===== config.mk =====
export PLATFORM = sky130hd
export DESIGN_NAME = core_drive_ctrl_flat
export DESIGN_NICKNAME = d
export VERILOG_FILES = /design/src/rtl/core_ctrl_pkg.sv /design/src/rtl/core_drive_ctrl_if.sv /design/src/rtl/core_ctrl_fifo.sv /design/src/rtl/core_drive_ctrl.sv /design/src/flat_wrapper.sv
export SDC_FILE = /design/constraint.sdc
export NUM_CORES = 1
export LEC_CHECK = 0
export CORE_MARGIN = 5
export CORE_UTILIZATION = 59
export CTS_BUF_LIST = sky130_fd_sc_hd__clkbuf_4 sky130_fd_sc_hd__clkbuf_8 sky130_fd_sc_hd__clkbuf_16
export DETAILED_ROUTE_END_ITERATION = 8
export PLACE_DENSITY = 0.91
export SETUP_SLACK_MARGIN = 0.15
export SLEW_MARGIN = 15
export SYNTH_ARGS = -nofsm -noshare
export SYNTH_HDL_FRONTEND = slang
export SYNTH_SLANG_ARGS = --single-unit

===== constraint.sdc =====
create_clock -name wb_clk_i -period 4.06 [get_ports wb_clk_i]
set_clock_uncertainty 0.1 [all_clocks]
set_input_delay 1.218 -clock wb_clk_i [delete_from_list [all_inputs] [get_ports wb_clk_i]]
set_output_delay 1.218 -clock wb_clk_i [all_outputs]
set_load 0.02 [all_outputs]

===== src/rtl/core_ctrl_pkg.sv =====
// Shared constants and event-word layout for the cochlea channel core driver.
// Optional build macro affecting users of this package: CORE_CTRL_OVF_CNT_EN.
package core_ctrl_pkg;

  localparam int DEF_DIV_W      = 8;
  localparam int DEF_TS_W       = 16;
  localparam int DEF_FIFO_DEPTH = 8;
  localparam int EVT_W          = DEF_TS_W + 2;

  // Event word is {lo, div2, ts}: lo at the MSB, div2 below it, ts in the low bits.
  function automatic int evt_w(input int ts_w);
    return ts_w + 2;
  endfunction

  function automatic int evt_lo_pos(input int ts_w);
    return ts_w + 1;
  endfunction

  function automatic int evt_div2_pos(input int ts_w);
    return ts_w;
  endfunction

endpackage


===== src/rtl/core_drive_ctrl_if.sv =====
// Event readout valid/ready channel; the driver is the master, the reader the slave.
interface core_drive_ctrl_if
  import core_ctrl_pkg::*;
#(
  parameter int TS_W = DEF_TS_W
) ();

  logic                      evt_valid;
  logic                      evt_ready;
  logic [evt_w(TS_W)-1:0]    evt_data;

  modport master (output evt_valid, output evt_data, input  evt_ready);
  modport slave  (input  evt_valid, input  evt_data, output evt_ready);

endinterface


===== src/rtl/core_ctrl_fifo.sv =====
// Synchronous event FIFO with simultaneous push/pop and a drop-on-full pulse.
// DEPTH must be a power of two, at least 2.
module core_ctrl_fifo #(
  parameter int W     = 18,
  parameter int DEPTH = 8
) (
  input  logic         clk,
  input  logic         rst,
  input  logic         push,
  input  logic [W-1:0] wdata,
  input  logic         pop,
  output logic [W-1:0] rdata,
  output logic         empty,
  output logic         drop
);

  localparam int AW = $clog2(DEPTH);

  logic [AW:0]  wr_q, wr_d, rd_q, rd_d;
  logic [W-1:0] mem_q [DEPTH];
  logic         full, pop_ok, push_ok;

  // One extra pointer bit distinguishes full from empty when the indices match.
  assign empty   = (wr_q == rd_q);
  assign full    = (wr_q[AW] != rd_q[AW]) && (wr_q[AW-1:0] == rd_q[AW-1:0]);
  assign pop_ok  = pop && !empty;
  assign push_ok = push && (!full || pop_ok);
  assign drop    = push && full && !pop_ok;
  assign rdata   = empty ? '0 : mem_q[rd_q[AW-1:0]];

  always_comb begin
    wr_d = wr_q;
    rd_d = rd_q;
    if (push_ok) wr_d = wr_q + 1'b1;
    if (pop_ok)  rd_d = rd_q + 1'b1;
  end

  always_ff @(posedge clk or posedge rst) begin
    if (rst) begin
      wr_q <= '0;
      rd_q <= '0;
    end else begin
      wr_q <= wr_d;
      rd_q <= rd_d;
    end
  end

  // NOTE: storage has no reset; the pointers alone define validity and rdata is masked when empty.
  always_ff @(posedge clk) begin
    if (push_ok) mem_q[wr_q[AW-1:0]] <= wdata;
  end

endmodule


===== src/rtl/core_drive_ctrl.sv =====
// Drive-clock generator and comparator event capture for one cochlea channel core.
// Define CORE_CTRL_OVF_CNT_EN to add the saturating ovf_cnt drop counter port.
module core_drive_ctrl
  import core_ctrl_pkg::*;
#(
  parameter int DIV_W      = DEF_DIV_W,
  parameter int TS_W       = DEF_TS_W,
  parameter int FIFO_DEPTH = DEF_FIFO_DEPTH
) (
  input  logic             wb_clk_i,
  input  logic             wb_rst_i,
  input  logic             en,
  input  logic [DIV_W-1:0] cclk_half,
  input  logic [DIV_W-1:0] lo_half,
  output logic             cclk,
  output logic             div2,
  output logic             lo,
  output logic             fb1,
  input  logic             high_buf,
  input  logic             phi1b_dig,
  core_drive_ctrl_if.master evt,
  output logic             ovf,
  input  logic             clr_ovf
`ifdef CORE_CTRL_OVF_CNT_EN
  ,
  output logic [7:0]       ovf_cnt
`endif
);

  localparam int EW       = evt_w(TS_W);
  localparam int LO_POS   = evt_lo_pos(TS_W);
  localparam int DIV2_POS = evt_div2_pos(TS_W);

  logic [DIV_W-1:0] cnt_q, cnt_d, lo_cnt_q, lo_cnt_d;
  logic             cclk_q, cclk_d, div2_q, div2_d, lo_q, lo_d;
  logic             phi_meta_q, phi_meta_d, phi_sync_q, phi_sync_d, phi_prev_q, phi_prev_d;
  logic             high_meta_q, high_meta_d, high_sync_q, high_sync_d;
  logic             strobe_q, strobe_d, dec_q, dec_d, fb1_q, fb1_d, ovf_q, ovf_d;
  logic [TS_W-1:0]  ts_q, ts_d;
  logic [EW-1:0]    push_data, fifo_rdata;
  logic             push, pop, fifo_empty, drop;

  // NOTE: every always_comb output gets a default first so no path can infer a latch.
  always_comb begin
    cnt_d    = cnt_q;
    lo_cnt_d = lo_cnt_q;
    cclk_d   = cclk_q;
    div2_d   = div2_q;
    lo_d     = lo_q;
    if (!en) begin
      cnt_d    = '0;
      lo_cnt_d = '0;
      cclk_d   = 1'b0;
      div2_d   = 1'b0;
      lo_d     = 1'b0;
    end else if (cnt_q >= cclk_half) begin
      // >= keeps a shrinking cclk_half from letting the counter run past the new terminal.
      cnt_d  = '0;
      cclk_d = !cclk_q;
      if (!cclk_q) begin
        div2_d = !div2_q;
        if (lo_cnt_q >= lo_half) begin
          lo_cnt_d = '0;
          lo_d     = !lo_q;
        end else begin
          lo_cnt_d = lo_cnt_q + 1'b1;
        end
      end
    end else begin
      cnt_d = cnt_q + 1'b1;
    end

    phi_meta_d  = phi1b_dig;
    phi_sync_d  = phi_meta_q;
    phi_prev_d  = phi_sync_q;
    high_meta_d = high_buf;
    high_sync_d = high_meta_q;
    strobe_d    = en && phi_sync_q && !phi_prev_q;
    dec_d       = high_sync_q;

    fb1_d = fb1_q;
    ts_d  = ts_q;
    if (strobe_q) begin
      fb1_d = dec_q;
      ts_d  = ts_q + 1'b1;
    end
    push                = strobe_q && dec_q;
    push_data           = '0;
    push_data[LO_POS]   = lo_q;
    push_data[DIV2_POS] = div2_q;
    push_data[TS_W-1:0] = ts_q;

    // A drop in the same cycle as clr_ovf must leave the flag set.
    ovf_d = ovf_q;
    if (drop)         ovf_d = 1'b1;
    else if (clr_ovf) ovf_d = 1'b0;
  end

  // NOTE: state registers use non-blocking assignments so all flops update from pre-edge values.
  always_ff @(posedge wb_clk_i or posedge wb_rst_i) begin
    if (wb_rst_i) begin
      cnt_q       <= '0;
      lo_cnt_q    <= '0;
      cclk_q      <= 1'b0;
      div2_q      <= 1'b0;
      lo_q        <= 1'b0;
      phi_meta_q  <= 1'b0;
      phi_sync_q  <= 1'b0;
      phi_prev_q  <= 1'b0;
      high_meta_q <= 1'b0;
      high_sync_q <= 1'b0;
      strobe_q    <= 1'b0;
      dec_q       <= 1'b0;
      fb1_q       <= 1'b0;
      ts_q        <= '0;
      ovf_q       <= 1'b0;
    end else begin
      cnt_q       <= cnt_d;
      lo_cnt_q    <= lo_cnt_d;
      cclk_q      <= cclk_d;
      div2_q      <= div2_d;
      lo_q        <= lo_d;
      phi_meta_q  <= phi_meta_d;
      phi_sync_q  <= phi_sync_d;
      phi_prev_q  <= phi_prev_d;
      high_meta_q <= high_meta_d;
      high_sync_q <= high_sync_d;
      strobe_q    <= strobe_d;
      dec_q       <= dec_d;
      fb1_q       <= fb1_d;
      ts_q        <= ts_d;
      ovf_q       <= ovf_d;
    end
  end

  assign pop = !fifo_empty && evt.evt_ready;

  core_ctrl_fifo #(.W(EW), .DEPTH(FIFO_DEPTH)) u_fifo (
    .clk   (wb_clk_i),
    .rst   (wb_rst_i),
    .push  (push),
    .wdata (push_data),
    .pop   (pop),
    .rdata (fifo_rdata),
    .empty (fifo_empty),
    .drop  (drop)
  );

`ifdef CORE_CTRL_OVF_CNT_EN
  logic [7:0] ovf_cnt_q, ovf_cnt_d;

  always_comb begin
    ovf_cnt_d = ovf_cnt_q;
    if (drop) begin
      if (clr_ovf)                 ovf_cnt_d = 8'd1;
      else if (ovf_cnt_q != 8'hFF) ovf_cnt_d = ovf_cnt_q + 8'd1;
    end else if (clr_ovf) begin
      ovf_cnt_d = 8'd0;
    end
  end

  always_ff @(posedge wb_clk_i or posedge wb_rst_i) begin
    if (wb_rst_i) ovf_cnt_q <= 8'd0;
    else          ovf_cnt_q <= ovf_cnt_d;
  end

  assign ovf_cnt = ovf_cnt_q;
`endif

  assign cclk          = cclk_q;
  assign div2          = div2_q;
  assign lo            = lo_q;
  assign fb1           = fb1_q;
  assign ovf           = ovf_q;
  assign evt.evt_valid = !fifo_empty;
  assign evt.evt_data  = fifo_rdata;

endmodule


===== src/flat_wrapper.sv =====
// flat-port wrapper written by rule: the top's interface ports become plain ports
module core_drive_ctrl_flat import core_ctrl_pkg::*;
#(
  parameter int DIV_W      = DEF_DIV_W,
  parameter int TS_W       = DEF_TS_W,
  parameter int FIFO_DEPTH = DEF_FIFO_DEPTH
)
  (wb_clk_i, wb_rst_i, en, cclk_half, lo_half, cclk, div2, lo, fb1, high_buf, phi1b_dig, ovf, clr_ovf, evt_evt_valid, evt_evt_data, evt_evt_ready);
  core_drive_ctrl_if #(.TS_W(TS_W)) evt_i ();
  input  logic wb_clk_i;
  input  logic wb_rst_i;
  input  logic en;
  input  logic [DIV_W-1:0] cclk_half;
  input  logic [DIV_W-1:0] lo_half;
  output logic cclk;
  output logic div2;
  output logic lo;
  output logic fb1;
  input  logic high_buf;
  input  logic phi1b_dig;
  output logic ovf;
  input  logic clr_ovf;
  output wire logic [$bits(evt_i.evt_valid)-1:0] evt_evt_valid;
  output wire logic [$bits(evt_i.evt_data)-1:0] evt_evt_data;
  input wire logic [$bits(evt_i.evt_ready)-1:0] evt_evt_ready;
  assign evt_evt_valid = evt_i.evt_valid;
  assign evt_evt_data = evt_i.evt_data;
  assign evt_i.evt_ready = evt_evt_ready;
  core_drive_ctrl #(.DIV_W(DIV_W), .TS_W(TS_W), .FIFO_DEPTH(FIFO_DEPTH)) u_core (.wb_clk_i(wb_clk_i), .wb_rst_i(wb_rst_i), .en(en), .cclk_half(cclk_half), .lo_half(lo_half), .cclk(cclk), .div2(div2), .lo(lo), .fb1(fb1), .high_buf(high_buf), .phi1b_dig(phi1b_dig), .evt(evt_i), .ovf(ovf), .clr_ovf(clr_ovf));
endmodule

; ---- Word level (Yosys, flattened, before mapping)
; Memories as Yosys holds them, arrays and structs flattened.
; Index checks and enable logic that the tools add are counted.
[word_totals]
register_bits = 52
ramBits = 144
in_bits = 23
output_inout_bits = 24
mem_count = 1
[op_classes]
add_sub_neg = 5
n_lt_le_gt_ge = 2
eq_ne = 6
n_mux = 20
n_reduce_logical = 20
[mem_list]
columns = name, depth, width, read_ports, rd_ports_with_merged_regs, write_ports, line
row1 = u_core.u_fifo.mem_q, 8, 18, 1, 0, 1, core_ctrl_fifo.sv:20  ; logic [W-1:0] mem_q [DEPTH];
[op_table]
columns = op, n
row1 = 2-to-1 mux 8 bit, 6
row2 = 2-to-1 mux 18 bit, 1
row3 = adder 16 x 1 -> 16 bit (second input constant), 1
row4 = adder 8 x 1 -> 8 bit (second input constant), 2
row5 = greater-or-equal comparator 8 bit, 2
row6 = 2-to-1 mux 1 bit, 13
row7 = logical AND 1 bit, 9
row8 = adder 4 x 1 -> 4 bit (second input constant), 2
row9 = zero test 1 bit, 7
row10 = == test 4 bit, 1
row11 = inequality test 2 x 1 -> 1 bit (second input constant), 2
row12 = == test 3 bit, 1
row13 = AND reduction 3 bit, 1
row14 = inequality test 2 bit (second input constant), 1
row15 = AND reduction 2 bit, 1
row16 = nonzero test 2 bit, 1
row17 = logical OR 1 bit, 1
row18 = inequality test 1 bit, 1

; ---- Depth between registers and ports, before layout
[logic_depth]
word_depth = 8
ltp_mapped = 8
mapped_depth_nobuf = 7

; ---- Hierarchy
; From an unflattened synthesis, not the netlist that was laid out.
[unflattened]
hier_cells = 506
hier_area_um2 = 8444.3
[by_module_without_submodules]
columns = mod, n_inst, cells_each, area_each_um2
row1 = core_ctrl_fifo, 1, 285, 6064.6
row2 = core_drive_ctrl, 1, 221, 2379.8

; ---- Worst setup path after synthesis
; Ideal clock, no wire load.
[synth_timing]
path_kind = input-to-reg
from = input port evt_evt_ready
to = memory u_core.u_fifo.mem_q[2][0] (enable)
setup_time_ns = 0.420
arrival_time_ns = 3.061
slack_ns = 0.479
path_stages = 4
path_cell_list = nor2_1 -> a21oi_2 -> nand2b_1 -> nor3b_1
[synth_via]
elab_chain_len = 6
[synth_rtl]
columns = item, line
row1 = from (decl), flat_wrapper.sv:25  ; input wire logic [$bits(evt_i.evt_ready)-1:0] evt_evt_ready;
row2 = logical AND 1 bit, core_drive_ctrl.sv:136  ; assign pop = !fifo_empty && evt.evt_ready;
row3 = logical AND 1 bit, core_ctrl_fifo.sv:26  ; assign pop_ok = pop && !empty;
row4 = logical OR 1 bit, core_ctrl_fifo.sv:27  ; assign push_ok = push && (!full || pop_ok);
row5 = logical AND 1 bit, core_ctrl_fifo.sv:27
row6 = 2-to-1 mux 1 bit, core_ctrl_fifo.sv:50  ; if (push_ok) mem_q[wr_q[AW-1:0]] <= wdata;
row7 = 2-to-1 mux 1 bit (not written as such), core_ctrl_fifo.sv:50
row8 = to (decl), core_ctrl_fifo.sv:20
; No other way between the ends.

; ---- Worst setup path after layout
[layout_timing]
from = register u_core.u_fifo.rd_q[0]
to = output port evt_evt_valid
[layout_via]
elab_chain_len = 2
[layout_rtl]
columns = item, line
row1 = from (decl), core_ctrl_fifo.sv:19  ; logic [AW:0] wr_q, wr_d, rd_q, rd_d;
row2 = from (signal assigned), core_ctrl_fifo.sv:44  ; rd_q <= rd_d;
row3 = == test 4 bit, core_ctrl_fifo.sv:24  ; assign empty = (wr_q == rd_q);
row4 = zero test 1 bit, core_drive_ctrl.sv:175  ; assign evt.evt_valid = !fifo_empty;
row5 = to (decl), flat_wrapper.sv:23  ; output wire logic [$bits(evt_i.evt_valid)-1:0] evt_evt_valid;
; No other way between the ends.

==> impl_results.md <==
* Worst-path clk slew at about 70 ps
* First-pass GRT wire length at around 27000 um
* Cell-by-cell trace of the critical path: buf_4 -> xor2_1 -> nor4b_2 -> buf_4 -> inv_1 -> clkdlybuf4s50_1
* Post-Synth XOR/XNOR Area at 0.0330
* Endpoints failing hold at 0
* Fin Hold WS at 254 ps
* Initial DRC Count at ~430
* Crit path top cell by count: buf_4
* Placer Congestion at a little under 0.8
* CP Capture Type: output port
* Synthesized-area fraction occupied by adder cells at 0.0319
* Clk sink count at approximately 200
* CP max FO at 20
* Total CTS buffers at 17
* Dpl cells at ~720
* Setup TNS at 0 ps
* Period utilization at 0.944
* Area leader, netlist: edfxtp_1
* Final Max Slew Viols at 0
* CTS H-Tree Depth at 4
* Root buf cell: clkbuf_16
* Max IR drop VDD at ~330 uV
* Cell Rows at between 40 and 50
* IO Pins at 47
* Routed Wire Length at around 16000 um
* Seq/Total Area, Yosys at 0.683
* Hold buffers post-CTS at 0
* Max incr delay on CP at 560 ps
* Leak pwr at 3.52 nW
* Crit-path leading delay family: buffers and inverters
* Port-buffer cells at 46
* RSZ-0062 raised after global routing: no
* DP Worst Slack at between 400 and 500 ps
* Tot Pwr at 0.00603 W
* Syn_nets at 542
* Via count at 4516
* Synth cell count leaders: edfxtp_1 (144), dfrtp_1 (52), mux4_2 (36), nor2_1 (36), inv_1 (29)
* Synth cell types at 50
* Number of synthesis warnings at 0
* Dominant cells by area after synthesis: edfxtp_1 (52%), dfrtp_1 (16%), mux4_2 (9.8%)
* Layout Nets at approximately 610
* Vias per cell at 5.97
* CP startpoint kind: flip-flop
* Worst-skew pair later-pin latency at around 430 ps
* Crit path kind: flip-flop to output port
* Status: complete, no violations
* Max-cap check violation count at 0
* Worst EP arrival at around 2500 ps
* Yosys top cell area share at 0.525
* EDFF count, synth at around 140
* Drt wl/cell at around 22 um
* Post-synthesis mux area share at 0.124
* Synth Register Bits at 196
* Vias in the first global route at approximately 4800
* Final min period at around 3800 ps
* Starting Density at 0.598
* Total Routing Usage GR at 0.216
* Highest Clock Rate at between 0.2 and 0.3 GHz
* Final cell count without fillers at between 700 and 800
* Die X-Extent at between 100 and 150 um
* Area delta synth->final at 17.1%
* Core footprint at between 10000 and 15000 um2
* Most frequent cell after synthesis: edfxtp_1
* Largest family of logic cells by synthesized area: multiplexers
* Synth Area in Compound Gates at 0.0348
* Initial antenna violation count at 0
* DRC Markers at 0
* Slowest-stage cell, CP: clkdlybuf4s50_1
* Die Ht at between 100 and 150 um
* Hold crit path type: flip-flop to flip-flop
* Die area at roughly 16000 um2
* Max Buffers Root-to-Sink at 2
* Worst Tran Pin Value at slightly above 700 ps
* Antenna Nets Post-Route at 0
* GR Overflow Total at 0
* CTS tree: done
* FFs w/ async S/R, synth at 0.265
* Ratio of cells with drive above 1 in the final layout at 0.192
* Synth Instances at between 400 and 500
* Worst path required time at between 2000 and 3000 ps
* Primary FF master, synth: edfxtp_1
* Post-synthesis area per instance at 16.5 um2
* Pwr Density at 625 nW/um2
* Headroom to the max-slew limit at 0.525
* Post-Synth Simple-Gate Area at 0.0688
* Synth Cell Area at a little over 8000 um2
* Diode count at 0
* Pin count of the biggest net entering global routing at 31
* Fillers at between 800 and 900
* Setup Viol. Count Final at 0
* Detailed Place HPWL at slightly above 10000 um
* 1st-pass router iterations at 5
* Crit path buf inv count at 4
* Final setup margin at 226 ps
cell families (layout without fill, tap and decap cells):
logic type | count (synthesis) | in the layout
multiplexers | 57 | 57
AO/OA/AOI/OAI | 36 | 36
AND/OR/NAND/NOR | 110 | 110
flip-flops | 196 | 196
buffers and inverters | 47 | 126
XOR/XNOR | 31 | 31
adder cells (fa/ha/maj) | 21 | 21
cells in the final DEF, fill, tap and decap left out, types with 5 or more instances in the layout:
master / instances
nand2_1: 24
clkdlybuf4s50_1: 45
buf_12: 5
mux2i_1: 18
edfxtp_1: 144
clkbuf_16: 17
ha_1: 21
inv_1: 28
mux4_2: 36
buf_4: 14
xor2_1: 14
nand4_1: 5
and3_1: 5
nor2_1: 36
dfrtp_1: 51
nand3_1: 11
o21ai_0: 10
nand2b_1: 7
xnor2_1: 17
flip-flops by register name, indices dropped and copies added, names as in the netlist:
register / flops
u_core.u_fifo.mem_q: 144
u_core.lo: 1
u_core.fb1: 1
u_core.dec_q: 1
u_core.phi_prev_q: 1
u_core.ts_q: 16
u_core.cnt_q: 8
u_core.u_fifo.wr_q: 4
u_core.strobe_q: 1
u_core.phi_meta_q: 1
u_core.phi_prev_d: 1
u_core.high_meta_q: 1
u_core.div2: 1
u_core.cclk: 1
u_core.u_fifo.rd_q: 4
u_core.dec_d: 1
u_core.lo_cnt_q: 8
u_core.ovf: 1
cell type report:
| cell class | instances | area (um2) | area share |
|---|---|---|---|
| Tap cell | 180 | 225 | 0.0233 |
| Timing Repair Buffer | 65 | 668 | 0.0693 |
| Clock buffer | 22 | 469 | 0.0486 |
| Sequential cell | 196 | 5630 | 0.584 |
| Clock inverter | 10 | 97.6 | 0.0101 |
| Multi-Input combinational cell | 255 | 2450 | 0.254 |
| Inverter | 29 | 109 | 0.0113 |
per-stage QoR:
step	utilization	instance area (um2)
finish	0.700	9650
global route	0.700	9650
CTS	0.700	9640
detailed placement	0.658	9060
global placement	0.658	9060
floorplan	-	8240
final timing paths:
path	startpoint	end	slack (ps)	depth (start not counted)
min in group asynchronous	wb_rst_i	u_core.ts_q[4]	1130	2
setup reg to reg	u_core.u_fifo.wr_q[0]	u_core.u_fifo.mem_q[2][15]	1410	6
hold / removal	u_core.high_meta_q	u_core.dec_d	250	0
max in group asynchronous	wb_rst_i	u_core.lo_cnt_q[3]	2160	3
hold reg to reg	u_core.high_meta_q	u_core.dec_d	250	0
setup / recovery	u_core.u_fifo.rd_q[0]	evt_evt_valid	230	6
routing by layer:
metal	track usage	up-vias	wire (um)
li1	-	2016	-
met4	0.0743	0	286
met1	0.276	2308	6350
met2	0.367	171	8660
met5	0	-	0
met3	0.0513	21	1080
power breakdown:
group	switching (W)	internal [W]	total, W
sequential	0.000227	0.00234	0.00257
combinational	0.000945	0.000923	0.00187
clock	0.000705	0.000894	0.00160
total	0.00188	0.00416	0.00603
what timing repair did:
action | 4_1_cts | 5_1_grt
endpoints found under the setup margin | 15 | 1
cloned | 0 | 0
pin swaps | 0 | 0
buffers inserted | 2 | 0
gates resized for setup | 1 | 1
worst register-to-register path: stages, from the launching register on:
cell and delay, ps:
dfrtp_1 630, xor2_1 270, nor3_1 120, a21oi_2 270
nand2b_1 210, nor3b_2 510, buf_12 240
Note: power is estimated with default switching activity, not from simulation.
